## src/rtl/grid_env_step.sv

```systemverilog
// grid_env_step
//   Environment-step initiator for the Q-learning grid world. Accepts one
//   (row, col, action) step request and issues a single read to a registered
//   reward-table ROM. It captures the reward, computes the next state, the
//   wall-bump flag and the goal flag, and returns them on a valid/ready
//   response port.
//
// Ports
//   i_clk, i_rst_n            clock (rising edge), async active-low reset
//   i_req_valid/o_req_ready   step request handshake, with i_row/i_col/i_action
//   o_rt_addr/o_rt_read       reward-table address {row,col,action} and read strobe
//   i_rt_data                 reward-table data, valid one cycle after the address is sampled
//   o_rsp_valid/i_rsp_ready   response handshake
//   o_reward, o_next_row/col  captured reward and next state
//   o_wall, o_done            wall bump, next state is the goal
//   o_step_count              completed steps in the current episode (saturating)
module grid_env_step #(
  parameter int ROW_W      = 3,
  parameter int COL_W      = 3,
  parameter int ACT_W      = 2,
  parameter int DATA_WIDTH = 8,
  parameter int GOAL_ROW   = 7,
  parameter int GOAL_COL   = 7,
  parameter int CNT_W      = 16
) (
  input  logic                         i_clk,
  input  logic                         i_rst_n,
  input  logic                         i_req_valid,
  output logic                         o_req_ready,
  input  logic [ROW_W-1:0]             i_row,
  input  logic [COL_W-1:0]             i_col,
  input  logic [ACT_W-1:0]             i_action,
  output logic [ROW_W+COL_W+ACT_W-1:0] o_rt_addr,
  output logic                         o_rt_read,
  input  logic [DATA_WIDTH-1:0]        i_rt_data,
  output logic                         o_rsp_valid,
  input  logic                         i_rsp_ready,
  output logic [DATA_WIDTH-1:0]        o_reward,
  output logic [ROW_W-1:0]             o_next_row,
  output logic [COL_W-1:0]             o_next_col,
  output logic                         o_wall,
  output logic                         o_done,
  output logic [CNT_W-1:0]             o_step_count
);

  localparam int ADDR_W = ROW_W + COL_W + ACT_W;

  typedef enum logic [1:0] {IDLE, ISSUE, CAPTURE, RESP} state_e;

  state_e                  state_q;
  logic [ROW_W-1:0]        row_q;
  logic [COL_W-1:0]        col_q;
  logic [ACT_W-1:0]        act_q;
  logic                    req_ready_q;
  logic [ADDR_W-1:0]       rt_addr_q;
  logic                    rt_read_q;
  logic                    rsp_valid_q;
  logic [DATA_WIDTH-1:0]   reward_q;
  logic [ROW_W-1:0]        next_row_q;
  logic [COL_W-1:0]        next_col_q;
  logic                    wall_q;
  logic                    done_q;
  logic [CNT_W-1:0]        cnt_q;

  // Next-state of the latched request; a wall bump leaves the state as is.
  logic [ROW_W-1:0] next_row_d;
  logic [COL_W-1:0] next_col_d;
  logic             wall_d;
  logic             done_d;

  always_comb begin
    next_row_d = row_q;
    next_col_d = col_q;
    wall_d     = 1'b0;
    case (act_q[1:0])
      2'b00: if (col_q == '0) wall_d = 1'b1; else next_col_d = col_q - COL_W'(1);
      2'b01: if (row_q == '0) wall_d = 1'b1; else next_row_d = row_q - ROW_W'(1);
      2'b10: if (col_q == '1) wall_d = 1'b1; else next_col_d = col_q + COL_W'(1);
      default: if (row_q == '1) wall_d = 1'b1; else next_row_d = row_q + ROW_W'(1);
    endcase
    // Done looks at the next state, so bumping a wall while on the goal still reports done.
    done_d = (next_row_d == ROW_W'(GOAL_ROW)) && (next_col_d == COL_W'(GOAL_COL));
  end

  always_ff @(posedge i_clk or negedge i_rst_n) begin
    if (!i_rst_n) begin
      state_q     <= IDLE;
      row_q       <= '0;
      col_q       <= '0;
      act_q       <= '0;
      req_ready_q <= 1'b0;
      rt_addr_q   <= '0;
      rt_read_q   <= 1'b0;
      rsp_valid_q <= 1'b0;
      reward_q    <= '0;
      next_row_q  <= '0;
      next_col_q  <= '0;
      wall_q      <= 1'b0;
      done_q      <= 1'b0;
      cnt_q       <= '0;
    end else begin
      case (state_q)
        IDLE: begin
          // Ready comes out of reset low and rises on the first edge after release.
          if (req_ready_q && i_req_valid) begin
            row_q       <= i_row;
            col_q       <= i_col;
            act_q       <= i_action;
            rt_addr_q   <= {i_row, i_col, i_action};
            rt_read_q   <= 1'b1;
            req_ready_q <= 1'b0;
            state_q     <= ISSUE;
          end else begin
            req_ready_q <= 1'b1;
          end
        end
        ISSUE: begin
          // Table samples the address on this edge; strobe is a single cycle.
          rt_read_q <= 1'b0;
          state_q   <= CAPTURE;
        end
        CAPTURE: begin
          reward_q    <= i_rt_data;
          next_row_q  <= next_row_d;
          next_col_q  <= next_col_d;
          wall_q      <= wall_d;
          done_q      <= done_d;
          rsp_valid_q <= 1'b1;
          state_q     <= RESP;
        end
        RESP: begin
          if (rsp_valid_q && i_rsp_ready) begin
            rsp_valid_q <= 1'b0;
            req_ready_q <= 1'b1;
            state_q     <= IDLE;
            if (done_q)          cnt_q <= '0;
            else if (cnt_q != '1) cnt_q <= cnt_q + CNT_W'(1);
          end
        end
        default: state_q <= IDLE;
      endcase
    end
  end

  assign o_req_ready  = req_ready_q;
  assign o_rt_addr    = rt_addr_q;
  assign o_rt_read    = rt_read_q;
  assign o_rsp_valid  = rsp_valid_q;
  assign o_reward     = reward_q;
  assign o_next_row   = next_row_q;
  assign o_next_col   = next_col_q;
  assign o_wall       = wall_q;
  assign o_done       = done_q;
  assign o_step_count = cnt_q;

endmodule

```

## config.mk

```make
export PLATFORM = sky130hd
export DESIGN_NAME = grid_env_step
export DESIGN_NICKNAME = d
export VERILOG_FILES = /design/src/rtl/grid_env_step.sv
export SDC_FILE = /design/constraint.sdc
export NUM_CORES = 1
export LEC_CHECK = 0
export ABC_AREA = 1
export CAP_MARGIN = 20
export CORE_MARGIN = 3
export CORE_UTILIZATION = 45
export DETAILED_ROUTE_END_ITERATION = 12
export PLACE_DENSITY_LB_ADDON = 0.1
export SLEW_MARGIN = 40
export SYNTH_ARGS = -nofsm -noshare
export SYNTH_HDL_FRONTEND = slang
export SYNTH_SLANG_ARGS = --single-unit
```

## constraint.sdc

```tcl
create_clock -name i_clk -period 1.7 [get_ports i_clk]
set_clock_uncertainty 0.2 [all_clocks]
set_input_delay 0.51 -clock i_clk [delete_from_list [all_inputs] [get_ports i_clk]]
set_output_delay 0.51 -clock i_clk [all_outputs]
set_load 0.02 [all_outputs]
```

==> load_flow_metrics.sql <==
INSERT INTO impl_metrics (metric_group, metric, value, unit) VALUES
('layout', 'design_area', '0.00369', 'mm2'),
('sta', 'final-hold-violation-count', '0', ''),
('synthesis', 'synth-async-reset-ratio', '1.00', ''),
('floorplan', 'die_height', '81.3', 'um'),
('global_route', 'grt_pass1_vias', '2589', ''),
('layout', 'final_layout_size_suffix_gt1_frac', '0.328', ''),
('floorplan', 'row_count', '26', ''),
('layout', 'nNetsFinal', '481', ''),
('worst_hold_path', 'hold_path.startpoint', 'o_reward[2]', ''),
('layout', 'antenna-diode-count', '0', ''),
('synthesis', 'post_synth.cell_area_avg', '7.46', 'um2'),
('global_route', 'grt_remaining_overflow', '0', ''),
('layout', 'area_growth_syn_to_layout', '44.6', '%'),
('clocking', 'clock-root-buffer', 'clkbuf_8', ''),
('layout', 'num-fill-cells', '446', ''),
('flow_run', 'maxCapViolations', '0', ''),
('placed_design', 'detailed_place.area', '0.00354', 'mm2'),
('clocking', 'cts_buffers', '5', ''),
('worst_hold_path', 'min_path_type', 'reg2reg', ''),
('run_status', 'violated_checks', 'negative setup slack', ''),
('floorplan', 'core_area', '0.00530', 'mm2'),
('clocking', 'clock_sink_count', '45', ''),
('placed_design', 'portBuffers', '62', ''),
('synthesis', 'syn-cell-area', '0.00255', 'mm2'),
('floorplan', 'floorplan.io_pins', '63', ''),
('synthesis', 'synth_sequential_area_ratio', '0.442', ''),
('worst_hold_path', 'min_to', 'o_reward[2]', ''),
('worst_setup_path', 'cp_capture_type', 'flop', ''),
('sta', 'max_slew.worst_pin.slew', '455', 'ps'),
('routing', 'wirelength', '6890', 'um'),
('worst_setup_path', 'worstPathArrival', '1710', 'ps'),
('run_status', 'status', 'finished with violations', ''),
('sta', 'maxSlewViolCount', '0', ''),
('worst_setup_path', 'worstSetupStartpointType', 'flop', ''),
('routing', 'route.antenna.remaining_nets', '0', ''),
('synthesis', 'dominantRegCellSynth', 'dfrtp_1', ''),
('sta', 'postLayoutSetupSlackWorst', '-22.5', 'ps'),
('power_and_ir_drop', 'leakage_power', '1.90', 'nW'),
('routing', 'vias', '2577', ''),
('clocking', 'insertion_delay', '300', 'ps'),
('placed_design', 'place_ws', '-198', 'ps'),
('global_route', 'grt_start_max_net_pins', '36', ''),
('layout', 'seqCellArea', '0.00113', 'mm2'),
('synthesis', 'synth_cells', '342', ''),
('sta', 'final_period_utilization', '1.01', ''),
('synthesis', 'synth-edff-count', '0', ''),
('global_route', 'gr-usage-all-layers', '0.216', ''),
('worst_setup_path', 'crit_type', 'reg2reg', ''),
('sta', 'timing_limited_maximum_frequency', '0.581', 'GHz'),
('power_and_ir_drop', 'vdd_ir_drop_max', '0.00101', 'V'),
('routing', 'drt_pass1_iterations', '4', ''),
('power_and_ir_drop', 'power.density', '1550', 'mW/mm2'),
('sta', 'timing.hold.ws', '281', 'ps'),
('synthesis', 'synth-seq-cells', '45', ''),
('synthesis', 'synth_warnings', '0', ''),
('placed_design', 'placedCellCount', '506', ''),
('worst_setup_path', 'timing.rr.end', 'o_step_count[7]', ''),
('synthesis', 'postSynthNetCount', '373', ''),
('global_route', 'first_pass_grt_wire_length', '11200', 'um'),
('floorplan', 'dieArea', '0.00661', 'mm2'),
('clocking', 'cts.path.max_buffers', '2', ''),
('placed_design', 'gpl.final_weighted_congestion', '0.875', ''),
('worst_setup_path', 'reg2reg_from', 'o_step_count[0]', ''),
('floorplan', 'start_util', '0.481', ''),
('worst_setup_path', 'worst-r2r-setup-slack', '-20', 'ps'),
('worst_setup_path', 'critical_path_required', '1690', 'ps'),
('worst_hold_path', 'whs_path_depth', '2', ''),
('worst_setup_path', 'r2r.worst_path.cells', '11', ''),
('sta', 'rsz0062_at_grt', 'true', ''),
('routing', 'route.detailed.drc', '0', ''),
('placed_design', 'dp.final_hpwl', '4730', 'um'),
('routing', 'via_per_inst', '4.95', ''),
('sta', 'layout_min_cycle_time', '1720', 'ps'),
('floorplan', 'floorplan.die.width', '81.3', 'um'),
('clocking', 'cts.htree.levels', '2', ''),
('clocking', 'clock_transition_at_the_register_clock_pins_on_the_worst_setup_and_hold_paths_after_cts', '90', 'ps'),
('synthesis', 'yosys.cell_types.count', '24', ''),
('sta', 'max-slew-margin-rel', '0.697', ''),
('global_route', 'antenna_found_initial', '0', ''),
('layout', 'multiInputGateArea', '0.00138', 'mm2'),
('sta', 'report.final.setup_viol', '2', ''),
('worst_setup_path', 'worst_path_max_fanout', '8', ''),
('clocking', 'clock_tree_from_tritoncts', 'built', ''),
('layout', 'instances_no_fill', '521', ''),
('routing', 'drt_iter0_drc', '169', ''),
('routing', 'route.detailed.wl_per_inst', '13.2', 'um');
-- timing repair --
action,4_1_cts,5_1_grt
endpoints found under the hold margin,10,0
pin swaps,0,9
resized for setup,123,74
hold buffers,1,0
endpoints found under the setup margin,46,65
buffers inserted,0,3
gates cloned,1,2
-- cell families (layout without fill, tap and decap cells) --
logic type,count (synthesis),count (layout),synth area share
and+or+nand+nor,204,204,0.333
DFF,45,45,0.442
buffers and inverters,41,150,0.0677
AOI/OAI and AO/OA,37,37,0.0903
adders and majority gates,11,11,0.0540
xor gates and xnor gates,4,4,0.0137
-- layer usage --
metal	part of all wire	track usage	vias up
li1	-	-	1300
met1	0.45	0.268	1201
met2	0.49	0.371	68
met3	0.055	0.0565	8
met4	0.0096	0.0541	0
met5	0	0	-
-- cell type report --
| cell class | instances | area share |
|---|---|---|
| clock buffers | 5 | 0.0187 |
| well taps | 70 | 0.0238 |
| inverters | 34 | 0.0367 |
| multi-input cells | 256 | 0.375 |
| clock inverters | 3 | 0.00475 |
| repair buffers | 108 | 0.235 |
| flip-flops and latches | 45 | 0.306 |
-- through the flow --
step / TNS [ps] / utilization / total power, mW
2_1_floorplan: -370 / - / 3.57
3_3_place_gp: -2690 / 0.668 / 4.94
3_5_place_dp: -3170 / 0.668 / 5.03
4_1_cts: -15.3 / 0.696 / 5.63
5_1_grt: -1240 / 0.695 / 6.19
6_report: -28.2 / 0.695 / 5.70
-- power by group --
group | internal (mW) | total, mW | switching, mW
sequential | 1.46 | 1.72 | 0.264
clock | 0.285 | 0.663 | 0.379
combinational | 1.32 | 3.31 | 1.99
-- cell usage in the layout, fill, tap and decap left out, types with 2 or more instances in the layout --
| cell | netlist | final |
|---|---|---|
| a21oi_1 | 10 | 10 |
| a31oi_1 | 3 | 3 |
| buf_12 | 0 | 2 |
| buf_2 | 0 | 23 |
| buf_4 | 1 | 40 |
| clkbuf_16 | 0 | 2 |
| clkbuf_2 | 0 | 15 |
| clkbuf_8 | 0 | 5 |
| clkdlybuf4s15_2 | 0 | 6 |
| clkdlybuf4s50_1 | 0 | 18 |
| clkinv_2 | 0 | 2 |
| dfrtp_1 | 45 | 43 |
| dfrtp_2 | 0 | 2 |
| ha_1 | 11 | 5 |
| ha_2 | 0 | 5 |
| inv_1 | 33 | 27 |
| inv_2 | 0 | 5 |
| nand2_1 | 125 | 113 |
| nand2_2 | 3 | 11 |
| nand2_4 | 0 | 3 |
| nand3_1 | 29 | 27 |
| nand3_4 | 0 | 2 |
| nand4_1 | 6 | 6 |
| nor2_1 | 35 | 31 |
| nor2_2 | 1 | 4 |
| nor2_4 | 1 | 2 |
| o211ai_1 | 2 | 2 |
| o21ai_0 | 12 | 8 |
| o21ai_1 | 0 | 2 |
| o21ai_2 | 8 | 10 |
| or2_2 | 3 | 3 |
| xor2_1 | 4 | 4 |
-- critical path, stage by stage (launching register included) --
cell     delay (ps)
dfrtp_2         410
ha_4            150
inv_2            40
nor2_4          100
nand2_4          70
nor2_4          140
nand3_4         110
nand2_8         140
buf_12          140
inv_8            30
nand2_4          40
nand2_2          50
-- cells in the mapped netlist, types with 2 or more instances --
master	count	area, um2
nand2_1	125	469
dfrtp_1	45	1130
nor2_1	35	131
inv_1	33	124
nand3_1	29	145
o21ai_0	12	60.1
ha_1	11	138
a21oi_1	10	50.1
o21ai_2	8	70.1
nand4_1	6	37.5
clkbuf_1	4	15.0
xor2_1	4	35.0
a31oi_1	3	18.8
nand2_2	3	18.8
or2_2	3	18.8
buf_6	2	22.5
o211ai_1	2	15.0
-- worst max path at each step --
| stage | startpoint | to | cells past startpoint | slack [ps] |
|---|---|---|---|---|
| floorplan | o_step_count[1] | o_step_count[0] | 10 | -40 |
| global placement | i_rsp_ready | o_step_count[4] | 7 | -160 |
| detailed placement | i_rsp_ready | o_step_count[4] | 7 | -200 |
| CTS | o_step_count[1] | o_step_count[7] | 11 | -20 |
| global route | o_step_count[3] | o_step_count[7] | 8 | -140 |
| finish | o_step_count[0] | o_step_count[7] | 11 | -20 |
-- state kept, by name, indices dropped and copies added, names as in the netlist, 2 cells and up --
| signal | count |
|---|---|
| o_next_row | 3 |
| state_q | 2 |
| o_rt_addr | 2 |
| o_step_count | 16 |
| o_next_col | 3 |
| o_reward | 8 |
| col_q | 2 |
| row_q | 3 |
Note: power is estimated with default switching activity, not from simulation.
==> edit, RTL diff (same settings) <==
Re-encode `state_e` (4 states) as one-hot, 4 bits wide.
--- a/src/rtl/grid_env_step.sv
+++ b/src/rtl/grid_env_step.sv
@@ -45,7 +45,7 @@
 
   localparam int ADDR_W = ROW_W + COL_W + ACT_W;
 
-  typedef enum logic [1:0] {IDLE, ISSUE, CAPTURE, RESP} state_e;
+  typedef enum logic [3:0] {IDLE = 4'b0001, ISSUE = 4'b0010, CAPTURE = 4'b0100, RESP = 4'b1000} state_e;
 
   state_e                  state_q;
   logic [ROW_W-1:0]        row_q;
Behaviour: same outputs for any inputs over 10 cycles, from zero or initial values and one cycle with i_rst_n low; not proved beyond that.
==> edit against the unedited design <==
The flow still finishes with violations (negative setup slack). Routed wire length fell by 1.7%. First-iteration DRC count fell by 36%. Largest cell class unchanged. Sequential power hardly changed. Largest power group unchanged. Cell count rose by 1.7%. Power is 13% lower. Design area is 1.7% higher. Setup slack got worse by 34 ps. Highest routed layer unchanged. Synthesized area increased by 2.5%. Core utilization fell by 2.3 points. Sequential cell count is 2 higher. Count of clock-buffer cells in the layout is 1 higher.
==> edit: results (changes against the unedited design) <==
Status -> finished, violations left
Failing checks -> negative setup slack
Pre-antenna DRT Iters -> 4 (unchanged)
Dpl cells -> 513 (+1.4%)
Placed inst area -> 3611 µm² (+2.0%)
Synth Area in XOR/XNOR -> 1.341% (-0.033 points)
GRT Resource Usage Total -> 20.46% (-1.1 points)
Multi-input gate area -> 1348 µm² (-2.5%)
Synth cell types -> 26 (+8.3%)
Net Count, Synth -> 374 (+0.27%)
Grt met2 use -> 35.82% (-1.2 points)
Layout cells sized above 1 -> 32.97% (+0.15 points)
Layout Nets -> 484 (+0.62%)
DPL Wire Length -> 4708 µm (-0.52%)
Post-synth top cells -> nand2_1 (119), dfrtp_1 (46), nor2_1 (40)
Placer Congestion -> 0.8755 (about the same)
Non-Filler Instances -> 530 (+1.7%)
Compound-Gate Fraction of Synth Area -> 8.046% (-0.98 points)
Worst hold path class -> reg -> reg
Slew headroom -> 71.03% (+1.4 points)
WS Path Type -> reg -> reg
Leak -> 1.875 nW (-1.3%)
Worst setup margin -> -56.01 ps (-33.55 ps)
WL per Instance -> 12.79 µm (-3.4%)
Avg Inst Size Synth -> 7.529 µm² (+0.98%)
Fin Hold WS -> 270.8 ps (-10.42 ps)
WL met2 -> 3514 µm (+4.2%)
Mux cell area share after synthesis -> 0.3831% (+0.38 points)
Setup TNS -> -387.7 ps (-359.6 ps)
Uppermost routed layer -> met4
Sequential-to-total area share from yosys stat -> 45.07% (+0.91 points)
Synth top area cells -> dfrtp_1 (44%), nand2_1 (17%), nand3_1 (6.5%)
DRT met1 WL -> 2707 µm (-12%)
Fraction of the mapped netlist area in adder cells -> 3.352% (-2.0 points)
Routing usage on met3 -> 4.881% (-0.77 points)
Worst slack, placed -> -216.6 ps (-18.63 ps)
Largest net degree at the start of global routing -> 48 (+33%)
Setup violations, final -> 12 (+10)
Number of global-route vias before repair -> 2387 (-7.8%)
Peak supply drop -> 944.6 µV (-6.2%)
First-pass GRT wire length -> 10580 µm (-5.7%)
Crit-path max FO -> 7 (-1)
DR iter-0 viols -> 109 (-36%)
Met3 WL -> 343 µm (-10%)
Global routing usage on met1 -> 24.36% (-2.4 points)
Crit path DAT -> 1750 ps (+40 ps)
==> edit: cell count changes after synthesis, sizes merged, moves of 2 or more <==
cell,delta
nand2,-3
o211ai,-2
nor2,+7
a21oi,-10
nand3,+5
inv,-2
o21ai,+11
ha,-4
==> edit: logic make-up after synthesis <==
group | Yosys count
and+or+nand+nor | 215
DFF | 47
buffers and inverters | 38
AOI/OAI and AO/OA | 35
adders and majority gates | 7
xor gates and xnor gates | 4
muxes | 1
==> edit: final cells by class <==
class,count,share of cell area [%]
Tap cell,72,2.403
Clock buffer,6,1.936
Inverter,31,3.104
Clock inverter,2,0.3338
Multi-Input combinational cell,262,35.95
Timing Repair Buffer,110,24.70
Sequential cell,47,31.58
==> edit: power by group <==
part	total (W)	internal (W)	switching [W]
clock	0.000674	0.000288	0.000386
sequential	0.00172	0.00148	0.000234
combinational	0.00254	0.000998	0.00154
total	0.00493	0.00277	0.00216
==> edit: worst max-delay path, stage by stage, from the launching register on <==
cell and delay [ps]:
dfrtp_2 410, ha_4 150, inv_2 40, nor2_4 90
nand2_2 90, nor2_4 120, nand3_2 100, nand2_4 120
buf_6 140, clkbuf_16 160, o21ai_2 50
==> edit: timing repair <==
| item | 4_1_cts | 5_1_grt |
|---|---|---|
| resized for setup | 135 | 57 |
| pin swaps | 2 | 8 |
| endpoints found under the hold margin | 46 | 0 |
| buffers inserted | 1 | 4 |
| gates cloned | 2 | 1 |
| hold buffers | 1 | 0 |
| endpoints found under the setup margin | 47 | 48 |
==> edit: worst paths after layout <==
path                                   end  cells past startpoint
min                            o_reward[2]                      2
max                        o_step_count[9]                     10
max in group asynchronous       state_q[0]                      3
min reg2reg                    o_reward[2]                      2
min in group asynchronous  o_step_count[4]                      3
max reg2reg                o_step_count[9]                     10
